<file path="src/rtl/lbist_pkg.sv">
// Shared definitions for the logic-BIST sequencer: sequencer states, default
// geometry and the packed control-strobe bundle driven towards PRPG/MISR/core.
package lbist_pkg;

  localparam int unsigned LBIST_CHAIN_LEN  = 64;
  localparam int unsigned LBIST_N_PATTERNS = 1024;
  localparam int unsigned LBIST_MISR_W     = 32;

  typedef enum logic [2:0] {
    ST_IDLE,
    ST_SEED,
    ST_SHIFT,
    ST_CAPTURE,
    ST_UNLOAD,
    ST_COMPARE,
    ST_DONE
  } lbist_state_e;

  typedef struct packed {
    logic test_en;
    logic pi_sel;
    logic prpg_load;
    logic prpg_step;
    logic misr_clear;
    logic misr_step;
    logic busy;
    logic done;
  } lbist_ctrl_t;

endpackage

</file>
<file path="src/rtl/lbist_counter.sv">
// Up-counter with synchronous clear, enable and terminal-count flag; at MAX it
// either wraps to zero or saturates.
module lbist_counter #(
  parameter int unsigned      WIDTH = 4,
  parameter logic [WIDTH-1:0] MAX   = '1,
  parameter bit               WRAP  = 1'b1
) (
  input  logic             clk_i,
  input  logic             rst_ni,
  input  logic             clr_i,
  input  logic             en_i,
  output logic [WIDTH-1:0] cnt_o,
  output logic             tc_o
);

  logic [WIDTH-1:0] cnt_q, cnt_d;

  always_comb begin
    cnt_d = cnt_q;
    if (clr_i) begin
      cnt_d = '0;
    end else if (en_i) begin
      if (cnt_q == MAX) begin
        cnt_d = WRAP ? '0 : cnt_q;
      end else begin
        cnt_d = cnt_q + WIDTH'(1);
      end
    end
  end

  always_ff @(posedge clk_i or negedge rst_ni) begin
    if (!rst_ni) begin
      cnt_q <= '0;
    end else begin
      cnt_q <= cnt_d;
    end
  end

  assign cnt_o = cnt_q;
  assign tc_o  = (cnt_q == MAX);

endmodule

</file>
<file path="src/rtl/lbist_sequencer.sv">
// Logic-BIST session controller: seeds PRPG/MISR, runs N_PATTERNS shift/capture
// loops, unloads the last response and grades the MISR signature.
module lbist_sequencer
  import lbist_pkg::*;
#(
  parameter int unsigned       CHAIN_LEN  = LBIST_CHAIN_LEN,
  parameter int unsigned       N_PATTERNS = LBIST_N_PATTERNS,
  parameter int unsigned       MISR_W     = LBIST_MISR_W,
  parameter logic [MISR_W-1:0] GOLDEN_SIG = '0
) (
  input  logic                              clk_i,
  input  logic                              rst_ni,
  input  logic                              test_normal_i,
  input  logic                              start_i,
  input  logic [MISR_W-1:0]                 misr_sig_i,
  output logic                              test_en_o,
  output logic                              pi_sel_o,
  output logic                              prpg_load_o,
  output logic                              prpg_step_o,
  output logic                              misr_clear_o,
  output logic                              misr_step_o,
  output logic                              busy_o,
  output logic                              done_o,
  output logic                              go_nogo_o,
  output logic [$clog2(N_PATTERNS+1)-1:0]   pattern_cnt_o
);

  localparam int unsigned SW = (CHAIN_LEN > 1) ? $clog2(CHAIN_LEN) : 1;
  localparam int unsigned PW = $clog2(N_PATTERNS + 1);

  lbist_state_e   state_q, state_d;
  lbist_ctrl_t    ctrl_q, ctrl_d;
  logic           go_q, go_d;
  logic           busy_st, abort;
  logic           sh_clr, sh_en, sh_tc;
  logic [SW-1:0]  sh_cnt_unused;
  logic           pat_clr, pat_en, pat_tc;
  logic [PW-1:0]  pat_cnt;

  assign busy_st = state_q inside {ST_SEED, ST_SHIFT, ST_CAPTURE, ST_UNLOAD, ST_COMPARE};
  assign abort   = busy_st && !test_normal_i;

  // Next-state: any busy state falls back to IDLE when test mode is withdrawn.
  always_comb begin
    state_d = state_q;
    unique case (state_q)
      ST_IDLE:    if (start_i && test_normal_i) state_d = ST_SEED;
      ST_SEED:    state_d = ST_SHIFT;
      ST_SHIFT:   if (sh_tc) state_d = ST_CAPTURE;
      ST_CAPTURE: state_d = (pat_cnt < PW'(N_PATTERNS - 1)) ? ST_SHIFT : ST_UNLOAD;
      ST_UNLOAD:  if (sh_tc) state_d = ST_COMPARE;
      ST_COMPARE: state_d = ST_DONE;
      ST_DONE: begin
        if (!test_normal_i)  state_d = ST_IDLE;
        else if (start_i)    state_d = ST_SEED;
      end
      default:    state_d = ST_IDLE;
    endcase
    if (abort) state_d = ST_IDLE;
  end

  assign sh_clr  = abort || (state_q == ST_SEED);
  assign sh_en   = state_q inside {ST_SHIFT, ST_UNLOAD};
  assign pat_clr = abort || (state_d == ST_SEED);
  assign pat_en  = (state_q == ST_CAPTURE) && !pat_tc;

  // Strobes are registered from the next state; the first SHIFT after SEED
  // unloads garbage and is kept out of the MISR.
  always_comb begin
    ctrl_d            = '0;
    ctrl_d.test_en    = state_d inside {ST_SHIFT, ST_UNLOAD};
    ctrl_d.prpg_step  = ctrl_d.test_en;
    ctrl_d.pi_sel     = state_d inside {ST_SEED, ST_SHIFT, ST_CAPTURE, ST_UNLOAD, ST_COMPARE};
    ctrl_d.busy       = ctrl_d.pi_sel;
    ctrl_d.prpg_load  = (state_d == ST_SEED);
    ctrl_d.misr_clear = (state_d == ST_SEED);
    ctrl_d.done       = (state_d == ST_DONE);
    ctrl_d.misr_step  = (state_d == ST_UNLOAD) ||
                        ((state_d == ST_SHIFT) &&
                         ((state_q == ST_CAPTURE) || ((state_q == ST_SHIFT) && (pat_cnt != '0))));

    go_d = go_q;
    if ((state_q == ST_COMPARE) && !abort) go_d = (misr_sig_i == GOLDEN_SIG);
    if (abort || (state_d == ST_SEED))     go_d = 1'b0;
  end

  always_ff @(posedge clk_i or negedge rst_ni) begin
    if (!rst_ni) begin
      state_q <= ST_IDLE;
      ctrl_q  <= '0;
      go_q    <= 1'b0;
    end else begin
      state_q <= state_d;
      ctrl_q  <= ctrl_d;
      go_q    <= go_d;
    end
  end

  lbist_counter #(
    .WIDTH (SW),
    .MAX   (SW'(CHAIN_LEN - 1)),
    .WRAP  (1'b1)
  ) u_shift_cnt (
    .clk_i  (clk_i),
    .rst_ni (rst_ni),
    .clr_i  (sh_clr),
    .en_i   (sh_en),
    .cnt_o  (sh_cnt_unused),
    .tc_o   (sh_tc)
  );

  lbist_counter #(
    .WIDTH (PW),
    .MAX   (PW'(N_PATTERNS)),
    .WRAP  (1'b0)
  ) u_pattern_cnt (
    .clk_i  (clk_i),
    .rst_ni (rst_ni),
    .clr_i  (pat_clr),
    .en_i   (pat_en),
    .cnt_o  (pat_cnt),
    .tc_o   (pat_tc)
  );

  assign test_en_o     = ctrl_q.test_en;
  assign pi_sel_o      = ctrl_q.pi_sel;
  assign prpg_load_o   = ctrl_q.prpg_load;
  assign prpg_step_o   = ctrl_q.prpg_step;
  assign misr_clear_o  = ctrl_q.misr_clear;
  assign misr_step_o   = ctrl_q.misr_step;
  assign busy_o        = ctrl_q.busy;
  assign done_o        = ctrl_q.done;
  assign go_nogo_o     = go_q;
  assign pattern_cnt_o = pat_cnt;

endmodule

</file>
<file path="config.mk">
export PLATFORM = sky130hd
export DESIGN_NAME = lbist_sequencer
export DESIGN_NICKNAME = d
export VERILOG_FILES = /design/src/rtl/lbist_pkg.sv /design/src/rtl/lbist_counter.sv /design/src/rtl/lbist_sequencer.sv
export SDC_FILE = /design/constraint.sdc
export NUM_CORES = 1
export LEC_CHECK = 0
export ABC_AREA = 1
export ABC_CLOCK_PERIOD_IN_PS = 1620
export BUFFER_PORTS_ARGS = -buffer_cell sky130_fd_sc_hd__buf_2
export CAP_MARGIN = 40
export CORE_MARGIN = 2
export CORE_UTILIZATION = 30
export CTS_CLUSTER_DIAMETER = 60
export DETAILED_ROUTE_END_ITERATION = 10
export GPL_TIMING_DRIVEN = 0
export PLACE_DENSITY = 0.5
export SYNTH_ARGS = -nofsm -noshare
export SYNTH_HDL_FRONTEND = slang
export SYNTH_SLANG_ARGS = --single-unit
</file>
<file path="constraint.sdc">
create_clock -name clk_i -period 1.62 [get_ports clk_i]
set_input_delay 0.324 -clock clk_i [delete_from_list [all_inputs] [get_ports clk_i]]
set_output_delay 0.324 -clock clk_i [all_outputs]
set_load 0.05 [all_outputs]
</file>
==> results.json, run 1 <==
{
  "outcome": "finished clean",
  "switching_share": 0.464,
  "tritoncts": "built",
  "skew_ns": 0.00124,
  "clk_pin_slew_ns": 0.09,
  "endpoint_kind": "register",
  "p_seq_frac": 0.311,
  "dieHeight_um": 79.5,
  "rsz0062_at_grt": "true",
  "peakVddDrop_uv": 641,
  "areaGrowthSynthToFinish_pct": 29.9,
  "hold_viol_final": 0,
  "antenna_found_initial": 0,
  "setup_viol": 0,
  "routedWlPerCell_um": 10.9,
  "hold_ws_ns": 0.0476,
  "p_leak_nw": 1.14,
  "fin_cells": 367,
  "grt_pass1_wl_mm": 7.12,
  "syn_nets": 268,
  "die-area_mm2": 0.00633,
  "cellPowerDensity_mw_per_mm2": 1270,
  "clockPowerShare": 0.153,
  "crit_path_top_delay_cell": "dfrtp_2",
  "path_class": "reg -> reg",
  "timing.setup.tns_ns": 0,
  "cts_buffers": 3,
  "p_comb_frac": 0.536,
  "crit_path_max_fanout": 5,
  "worst_slew_pin_slew_ns": 0.606,
  "p_switching_mw": 1.31,
  "min_path_type": "in -> async",
  "synthDistinctLibCells": 27,
  "io_buffers": 55,
  "grt_overflow": 0,
  "slew_headroom": 0.596,
  "fp-row-count": 27,
  "drv_cap": 0,
  "synth_warnings": 0,
  "worstSkewPairLatency_ns": 0.27,
  "core_area_mm2": 0.00551,
  "dp_hpwl_mm": 3.14,
  "critPathMaxStageDelay_ns": 0.44,
  "drt_iter0_markers": 55,
  "fin_crit_ns": 1.51,
  "ys_seq_area_frac": 0.380,
  "place_inst": 356,
  "slew_viol_final": 0,
  "wirelength_mm": 4.02,
  "nNetsFinal": 335,
  "viasPerCell": 4.41,
  "synthCells": 229,
  "arrival_ns": 1.68,
  "clock_sinks": 26,
  "grt_util_all_layers": 0.139,
  "clk_path_buf_depth": 2,
  "path_buf_inv": 2,
  "grt_max_degree": 27,
  "grt_pass1_vias": 1638,
  "fmax_ghz": 0.661,
  "drive_above_1_share": 0.376,
  "cell_internal_pwr_mw": 1.51,
  "avgSynthCellArea_um2": 7.47,
  "period_share": 0.934,
  "start_util": 0.311,
  "ios": 56,
  "worstPathRequired_ns": 1.78,
  "drtPass1Iterations": 4,
  "power_mw": 2.82,
  "nFillCells": 572,
  "drc": 0,
  "vias": 1620,
  "start_kind": "register",
  "drtAntennaViolNets": 0,
  "path_cells": "inv_4, ha_1, nand3_1, nor2_2, nand2_1, nand2_2, nand2_4, buf_8, nand2_1, o21ai_2",
  "place_congestion": 0.767,
  "crit_path_frequent_cell": "nand2_1",
  "cpLargestDelayFamily": "simple AND/OR/NAND/NOR gates",
  "die_width_um": 79.5,
  "synth_seq_cells": 26,
  "syn_area_mm2": 0.00171,
  "antenna_cells": 0,
  "htree_levels": 1,
  "cts-root-buf": "clkbuf_8"
}
-- routing by layer --
metal / global-route usage / share of wire
met2: 0.246 / 0.49
met3: 0.0294 / 0.030
met4: 0.0310 / 0.010
met1: 0.173 / 0.47
met5: 0 / 0
-- sequential cells by signal, summed over array words and instances (netlist names) --
register / flops
misr_step_o: 1
u_pattern_cnt.cnt_o: 11
u_shift_cnt.cnt_o: 6
prpg_step_o: 1
misr_clear_o: 1
busy_o: 1
done_o: 1
state_q: 3
go_nogo_o: 1
-- final cells by class --
type,instances,area [um^2],share of cell area
plain buffers,5,45.0,0.0203
repair buffers,62,345,0.155
multi-input cells,173,938,0.422
flip-flops and latches,26,653,0.294
well taps,72,90.1,0.0405
inverters,25,96.3,0.0433
clock buffers,4,55.1,0.0248
-- power groups by stage --
stage                     registers (mW)  clock network [mW]  logic, mW
after global routing               0.893               0.477       1.67
after floorplan                     1.13                   0      0.800
after global placement             0.890                   0       1.34
final                              0.876               0.431       1.51
after CTS                          0.882               0.460       1.37
after detailed placement           0.891                   0       1.35
-- worst reg2reg max path, stage by stage, from the launching register on --
cell and delay (ns):
dfrtp_2 0.44, inv_4 0.07, ha_1 0.15, nand3_1 0.10, nor2_2 0.14, nand2_1 0.08
nand2_2 0.09, nand2_4 0.08, buf_8 0.14, nand2_1 0.06, o21ai_2 0.05
-- Yosys cell counts (all sizes together) --
master	n	area (um^2)
a21oi	8	58.8
a31oi	1	6.26
buf	5	41.3
dfrtp	26	651
ha	3	37.5
inv	25	93.8
nand2	61	246
nand3	26	160
nand3b	1	20.0
nand4	5	31.3
nor2	39	169
nor3	9	55.1
o21a	1	7.51
o21ai	13	83.8
or2	1	6.26
xor2	5	43.8
-- kinds of logic (layout without fill, tap and decap cells) --
logic type,Yosys count,in the layout,synth area share
buffers and inverters,30,96,0.0789
xor gates and xnor gates,5,5,0.0256
and+or+nand+nor,142,142,0.402
adders and majority gates,3,3,0.0219
DFF,26,26,0.380
AOI/OAI and AO/OA,23,23,0.0914
-- worst paths after layout --
kind	startpoint	endpoint	slack [ns]	cells after the start
setup / recovery	u_pattern_cnt.cnt_o[0]	u_pattern_cnt.cnt_o[4]	0.11	10
setup reg to reg	u_pattern_cnt.cnt_o[0]	u_pattern_cnt.cnt_o[4]	0.11	10
min in group clk_i	start_i	misr_clear_o	0.40	5
hold / removal	rst_ni	prpg_step_o	0.05	1
hold reg to reg	go_nogo_o	go_nogo_o	0.51	2
max in group asynchronous	rst_ni	u_pattern_cnt.cnt_o[0]	1.14	1
-- per-stage QoR --
step / instance area [um^2] / worst slack (ns) / utilization
floorplan: 1710 / 0.0109 / -
detailed placement: 2080 / -0.0220 / 0.378
global placement: 2080 / -0.00504 / 0.378
finish: 2220 / 0.107 / 0.404
global route: 2220 / -0.00274 / 0.404
CTS: 2140 / 0.0191 / 0.389
-- what timing repair did --
item	CTS	global route
buffers inserted	0	6
pin swaps	0	1
hold buffers	0	0
hold endpoints to repair	0	0
setup endpoints to repair	5	10
gates resized for setup	2	5
gates cloned	0	1
-- layout by cell type, fill, tap and decap left out, types with 2 or more instances in the layout --
cell type	Yosys	routed
buf_2	0	55
nand2_1	54	53
nor2_1	34	32
dfrtp_1	26	24
nand3_1	20	20
inv_1	21	19
buf_4	4	10
nand2_2	7	7
nor3_1	7	7
nand3_2	6	6
inv_2	4	5
nor2_2	3	5
nand4_1	5	5
o21ai_2	5	5
xor2_1	5	5
a21oi_1	5	5
o21ai_1	5	5
clkbuf_8	0	4
o21ai_0	3	3
ha_1	3	3
nor2_4	2	2
nor3_2	2	2
a21oi_2	2	2
dfrtp_2	0	2
(Power assumes the default switching activity.)
==> run 2, diff against run 1 <==
--- a/config.mk
+++ b/config.mk
@@ -9,12 +9,13 @@
 export ABC_CLOCK_PERIOD_IN_PS = 1620
 export BUFFER_PORTS_ARGS = -buffer_cell sky130_fd_sc_hd__buf_2
 export CAP_MARGIN = 40
-export CORE_MARGIN = 2
-export CORE_UTILIZATION = 30
+export CELL_PAD_IN_SITES_DETAIL_PLACEMENT = 0
+export CELL_PAD_IN_SITES_GLOBAL_PLACEMENT = 2
+export CORE_UTILIZATION = 27
 export CTS_CLUSTER_DIAMETER = 60
 export DETAILED_ROUTE_END_ITERATION = 10
 export GPL_TIMING_DRIVEN = 0
-export PLACE_DENSITY = 0.5
+export PLACE_DENSITY = 0.76
 export SYNTH_ARGS = -nofsm -noshare
 export SYNTH_HDL_FRONTEND = slang
 export SYNTH_SLANG_ARGS = --single-unit
==> results.json, run 2 (same netlist as run 1, synthesis figures left out) <==
{
  "grt_pass1_wl_mm": 7.41,
  "outcome": "finished clean",
  "drive_above_1_share": 0.378,
  "htree_levels": 1,
  "grt_use_met1": 0.177,
  "routedWlPerCell_um": 11.1,
  "fmax_ghz": 0.657,
  "crit_path_max_fanout": 10,
  "die-area_mm2": 0.00666,
  "grtUsageMet3": 0.0311,
  "dp_hpwl_mm": 3.27,
  "crit_path_frequent_cell": "nand2_1",
  "drtPass1Iterations": 4,
  "endpoint_kind": "register",
  "cellPowerDensity_mw_per_mm2": 1240,
  "vias": 1646,
  "antenna_cells": 0,
  "final_util": 0.366,
  "drv_cap": 0,
  "die_width_um": 81.6,
  "nNetsFinal": 334,
  "path_class": "reg -> reg",
  "peakVddDrop_uv": 651,
  "slew_viol_final": 0,
  "fin_crit_ns": 1.52,
  "path_cells": "inv_4, ha_1, nand3_1, nor2_2, nand2_1, nand2_2, nand2_4, buf_8, nand2_1, o21ai_2",
  "viasPerCell": 4.46,
  "cts-root-buf": "clkbuf_8",
  "reg2reg_depth": 10,
  "fp-row-count": 28,
  "wirelength_mm": 4.11,
  "period_share": 0.939,
  "tritoncts": "built",
  "grt_overflow": 0,
  "worstSkewPairLatency_ns": 0.27,
  "antenna_found_initial": 0,
  "dieHeight_um": 81.6,
  "layout_common_cells": "buf_2 (55), nand2_1 (53), nor2_1 (31)",
  "worstPathRequired_ns": 1.79,
  "rsz0062_at_grt": "true",
  "setup_viol": 0,
  "crit_path_top_delay_cell": "dfrtp_2",
  "cts_buffers": 3,
  "r2r_setup_slack_ns": 0.1,
  "drc": 0,
  "met2_usage": 0.263,
  "start_util": 0.284,
  "skew_ns": 0.00871,
  "arrival_ns": 1.70,
  "clk_pin_slew_ns": 0.10,
  "worst_slew_pin_slew_ns": 0.629,
  "fin_cells": 369,
  "grt.busiest_layer": "met2",
  "clk_path_buf_depth": 2,
  "slew_headroom": 0.581,
  "rr_startpoint": "u_pattern_cnt.cnt_o[0]",
  "io_buffers": 55,
  "grt_pass1_vias": 1667,
  "drt_iter0_markers": 49,
  "largest_reg_flops": 11,
  "final_common_cell": "buf_2",
  "ios": 56,
  "critPathMaxStageDelay_ns": 0.45,
  "drtAntennaViolNets": 0,
  "place_congestion": 0.764,
  "core_area_mm2": 0.00603,
  "power_mw": 2.74,
  "areaGrowthSynthToFinish_pct": 29.0,
  "r2r-end": "u_pattern_cnt.cnt_o[3]",
  "start_kind": "register",
  "grt_util_all_layers": 0.144,
  "hold_viol_final": 0,
  "grt_max_degree": 27,
  "clock_sinks": 26,
  "min_path_type": "in -> async",
  "p_leak_nw": 1.12,
  "place_inst": 359
}
[run 2: cell count changes in the layout (fill, tap and decap cells not counted)]
cell | before | now
buf_4 | 10 | 9
buf_6 | 0 | 1
clkbuf_1 | 0 | 1
clkbuf_16 | 1 | 0
clkbuf_8 | 4 | 3
clkinv_4 | 0 | 1
inv_1 | 19 | 18
nor2_1 | 32 | 31
nor2_4 | 2 | 3
[run 2: worst max path at each step]
stage	start	endpoint	slack, ns	depth (start not counted)
after global placement	u_pattern_cnt.cnt_o[0]	u_pattern_cnt.cnt_o[4]	0.008	10
final	u_pattern_cnt.cnt_o[0]	u_pattern_cnt.cnt_o[3]	0.1	10
after CTS	u_pattern_cnt.cnt_o[0]	u_pattern_cnt.cnt_o[3]	0.003	10
after floorplan	u_pattern_cnt.cnt_o[3]	busy_o	0.01	9
after detailed placement	u_pattern_cnt.cnt_o[0]	u_pattern_cnt.cnt_o[4]	-0.004	10
after global routing	state_q[2]	u_pattern_cnt.cnt_o[7]	-0.01	8
[run 2: stage by stage]
step / instance area [um^2] / hold WS (ns) / TNS (ns) / setup slack [ns]
floorplan: 1710 / 0.0284 / 0 / 0.0109
global placement: 2080 / 0.384 / 0 / 0.00758
detailed placement: 2080 / 0.385 / -0.00398 / -0.00398
CTS: 2130 / 0.0774 / 0 / 0.00348
global route: 2210 / 0.0945 / -0.0210 / -0.0124
finish: 2210 / 0.0550 / 0 / 0.0985
[run 2: critical path, delay by kind of cell (launching register included)]
kind | cells | cell delay [ns]
adders and majority gates | 1 | 0.15
AOI/OAI and AO/OA | 1 | 0.05
DFF | 1 | 0.45
buffers and inverters | 2 | 0.23
and+or+nand+nor | 6 | 0.54
[run 2: area by class of cell]
type / instances / area, um^2
well taps: 75 / 93.8
fillers: 668 / 3820
multi-input cells: 173 / 946
flip-flops and latches: 26 / 653
repair buffers: 61 / 320
clock buffers: 4 / 45.0
plain buffers: 5 / 48.8
inverters: 25 / 101
[run 2: metal layers]
| layer | vias to the layer above | share of wire |
|---|---|---|
| met2 | 28 | 0.48 |
| met4 | 0 | 0.0078 |
| met5 | - | 0 |
| met1 | 751 | 0.47 |
| met3 | 4 | 0.036 |
| li1 | 863 | - |
[run 2: report_power, final]
group | switching (mW) | total [mW] | internal [mW]
combinational | 0.985 | 1.47 | 0.484
sequential | 0.107 | 0.878 | 0.771
clock | 0.213 | 0.389 | 0.176
total | 1.31 | 2.74 | 1.43
[run 2: timing repair]
item | in CTS | in global routing
setup endpoints to repair | 6 | 14
gates resized for setup | 1 | 12
setup buffers | 0 | 6
pin swaps | 0 | 1
hold buffers | 0 | 0
==> run 3, diff against run 2 <==
==> constraint.sdc (replaced) <==
create_clock -name clk_i -period 1.62 [get_ports clk_i]
set_input_delay 0.243 -clock clk_i [delete_from_list [all_inputs] [get_ports clk_i]]
set_output_delay 0.243 -clock clk_i [all_outputs]
set_load 0.05 [all_outputs]
==> results.json, run 3 (same netlist as run 1, synthesis figures left out) <==
{
  "die_width_um": 81.6,
  "slew_viol_final": 0,
  "fmax_ghz": 0.658,
  "drtPass1Iterations": 4,
  "fin_crit_ns": 1.52,
  "largest_reg_flops": 11,
  "fp-row-count": 28,
  "nFillCells": 667,
  "clk_path_buf_depth": 2,
  "hold_ws_ns": 0.319,
  "antenna_found_initial": 0,
  "outcome": "finished clean",
  "drive_above_1_share": 0.376,
  "vias": 1652,
  "io_buffers": 55,
  "arrival_ns": 1.69,
  "cts_buffers": 3,
  "worstSkewPairLatency_ns": 0.27,
  "skew_ns": 0.00871,
  "ios": 56,
  "tritoncts": "built",
  "layout_common_cells": "buf_2 (55), nand2_1 (53), nor2_1 (31)",
  "grt_util_all_layers": 0.144,
  "dieHeight_um": 81.6,
  "rsz0062_at_grt": "true",
  "hold_viol_final": 0,
  "start_kind": "register",
  "routedWlPerCell_um": 11.1,
  "dp_hpwl_mm": 3.27,
  "final_common_cell": "buf_2",
  "cellPowerDensity_mw_per_mm2": 1230,
  "grt_overflow": 0,
  "drt_iter0_markers": 48,
  "clock_sinks": 26,
  "path_class": "reg -> reg",
  "slew_headroom": 0.580,
  "drtAntennaViolNets": 0,
  "drv_cap": 0,
  "viasPerCell": 4.46,
  "setup_ws_ns": 0.100,
  "setup_viol": 0,
  "core_area_mm2": 0.00603,
  "min_path_type": "in -> reg",
  "place_congestion": 0.764,
  "endpoint_kind": "register",
  "start_util": 0.284,
  "antenna_cells": 0,
  "worstPathRequired_ns": 1.79,
  "areaGrowthSynthToFinish_pct": 29.6,
  "worst_slew_pin_slew_ns": 0.630,
  "period_share": 0.938,
  "die-area_mm2": 0.00666,
  "wirelength_mm": 4.12,
  "grt_pass1_wl_mm": 7.42,
  "grt_pass1_vias": 1673,
  "p_leak_nw": 1.13,
  "htree_levels": 1,
  "drc": 0,
  "grt_max_degree": 27,
  "pre_cts_ws_ns": -0.00398,
  "final-seq-area_um2": 653,
  "peakVddDrop_uv": 651,
  "nNetsFinal": 335,
  "cts-root-buf": "clkbuf_8",
  "clk_pin_slew_ns": 0.10,
  "crit_path_max_fanout": 10,
  "multi_input_area_um2": 946
}
[run 3: cell count changes in the layout (fill, tap and decap cells not counted)]
cell,before,now
dlygate4sd3_1,0,1
[run 3: metrics by stage]
step	instances	power (mW)	TNS, ns	instance area [um^2]	util
after CTS	364	2.67	0	2140	0.355
after global placement	359	2.25	0	2080	0.346
after detailed placement	359	2.25	-0.00398	2080	0.346
after global routing	370	2.97	-0.0210	2220	0.368
after floorplan	229	1.93	0	1710	-
final	370	2.74	0	2220	0.368
[run 3: worst max-delay path: stages, from the launching register on]
cell,delay [ns]
dfrtp_2,0.45
inv_4,0.08
ha_1,0.15
nand3_1,0.10
nor2_2,0.13
nand2_1,0.08
nand2_2,0.09
nand2_4,0.07
buf_8,0.15
nand2_1,0.07
o21ai_2,0.05
[run 3: worst paths after layout]
path,start,to,slack (ns),cells after the start
worst max register to register,u_pattern_cnt.cnt_o[0],u_pattern_cnt.cnt_o[3],0.1,10
max in group asynchronous,rst_ni,u_pattern_cnt.cnt_o[0],0.68,2
worst min register to register,go_nogo_o,go_nogo_o,0.52,2
worst min-delay path,misr_sig_i[4],go_nogo_o,0.32,6
worst max-delay path,u_pattern_cnt.cnt_o[0],u_pattern_cnt.cnt_o[3],0.1,10
min in group asynchronous,rst_ni,u_pattern_cnt.cnt_o[1],0.51,2
[run 3: layout make-up]
cell class	count	share of cell area
multi-input combinational	173	0.426
sequential	26	0.294
timing repair buffer	62	0.149
inverter	25	0.0457
tap	75	0.0423
buffer	5	0.0220
clock buffer	4	0.0203
[run 3: timing repair]
item / CTS / global route
hold buffers: 1 / 0
resized for setup: 1 / 12
endpoints found under the hold margin: 13 / 0
buffers inserted: 0 / 6
endpoints found under the setup margin: 6 / 14
pin swaps: 0 / 1
[run 3: per-layer routing]
metal | part of all wire | GRT usage | vias up
met5 | 0 | 0 | -
met4 | 0.0078 | 0.0193 | 0
met3 | 0.036 | 0.0311 | 4
met2 | 0.48 | 0.263 | 28
met1 | 0.47 | 0.177 | 755
li1 | - | - | 865
[run 3: where the power goes]
part           switching, mW  internal [mW]  total [mW]
clock network          0.213          0.176       0.389
logic                  0.985          0.486        1.47
registers              0.107          0.771       0.878
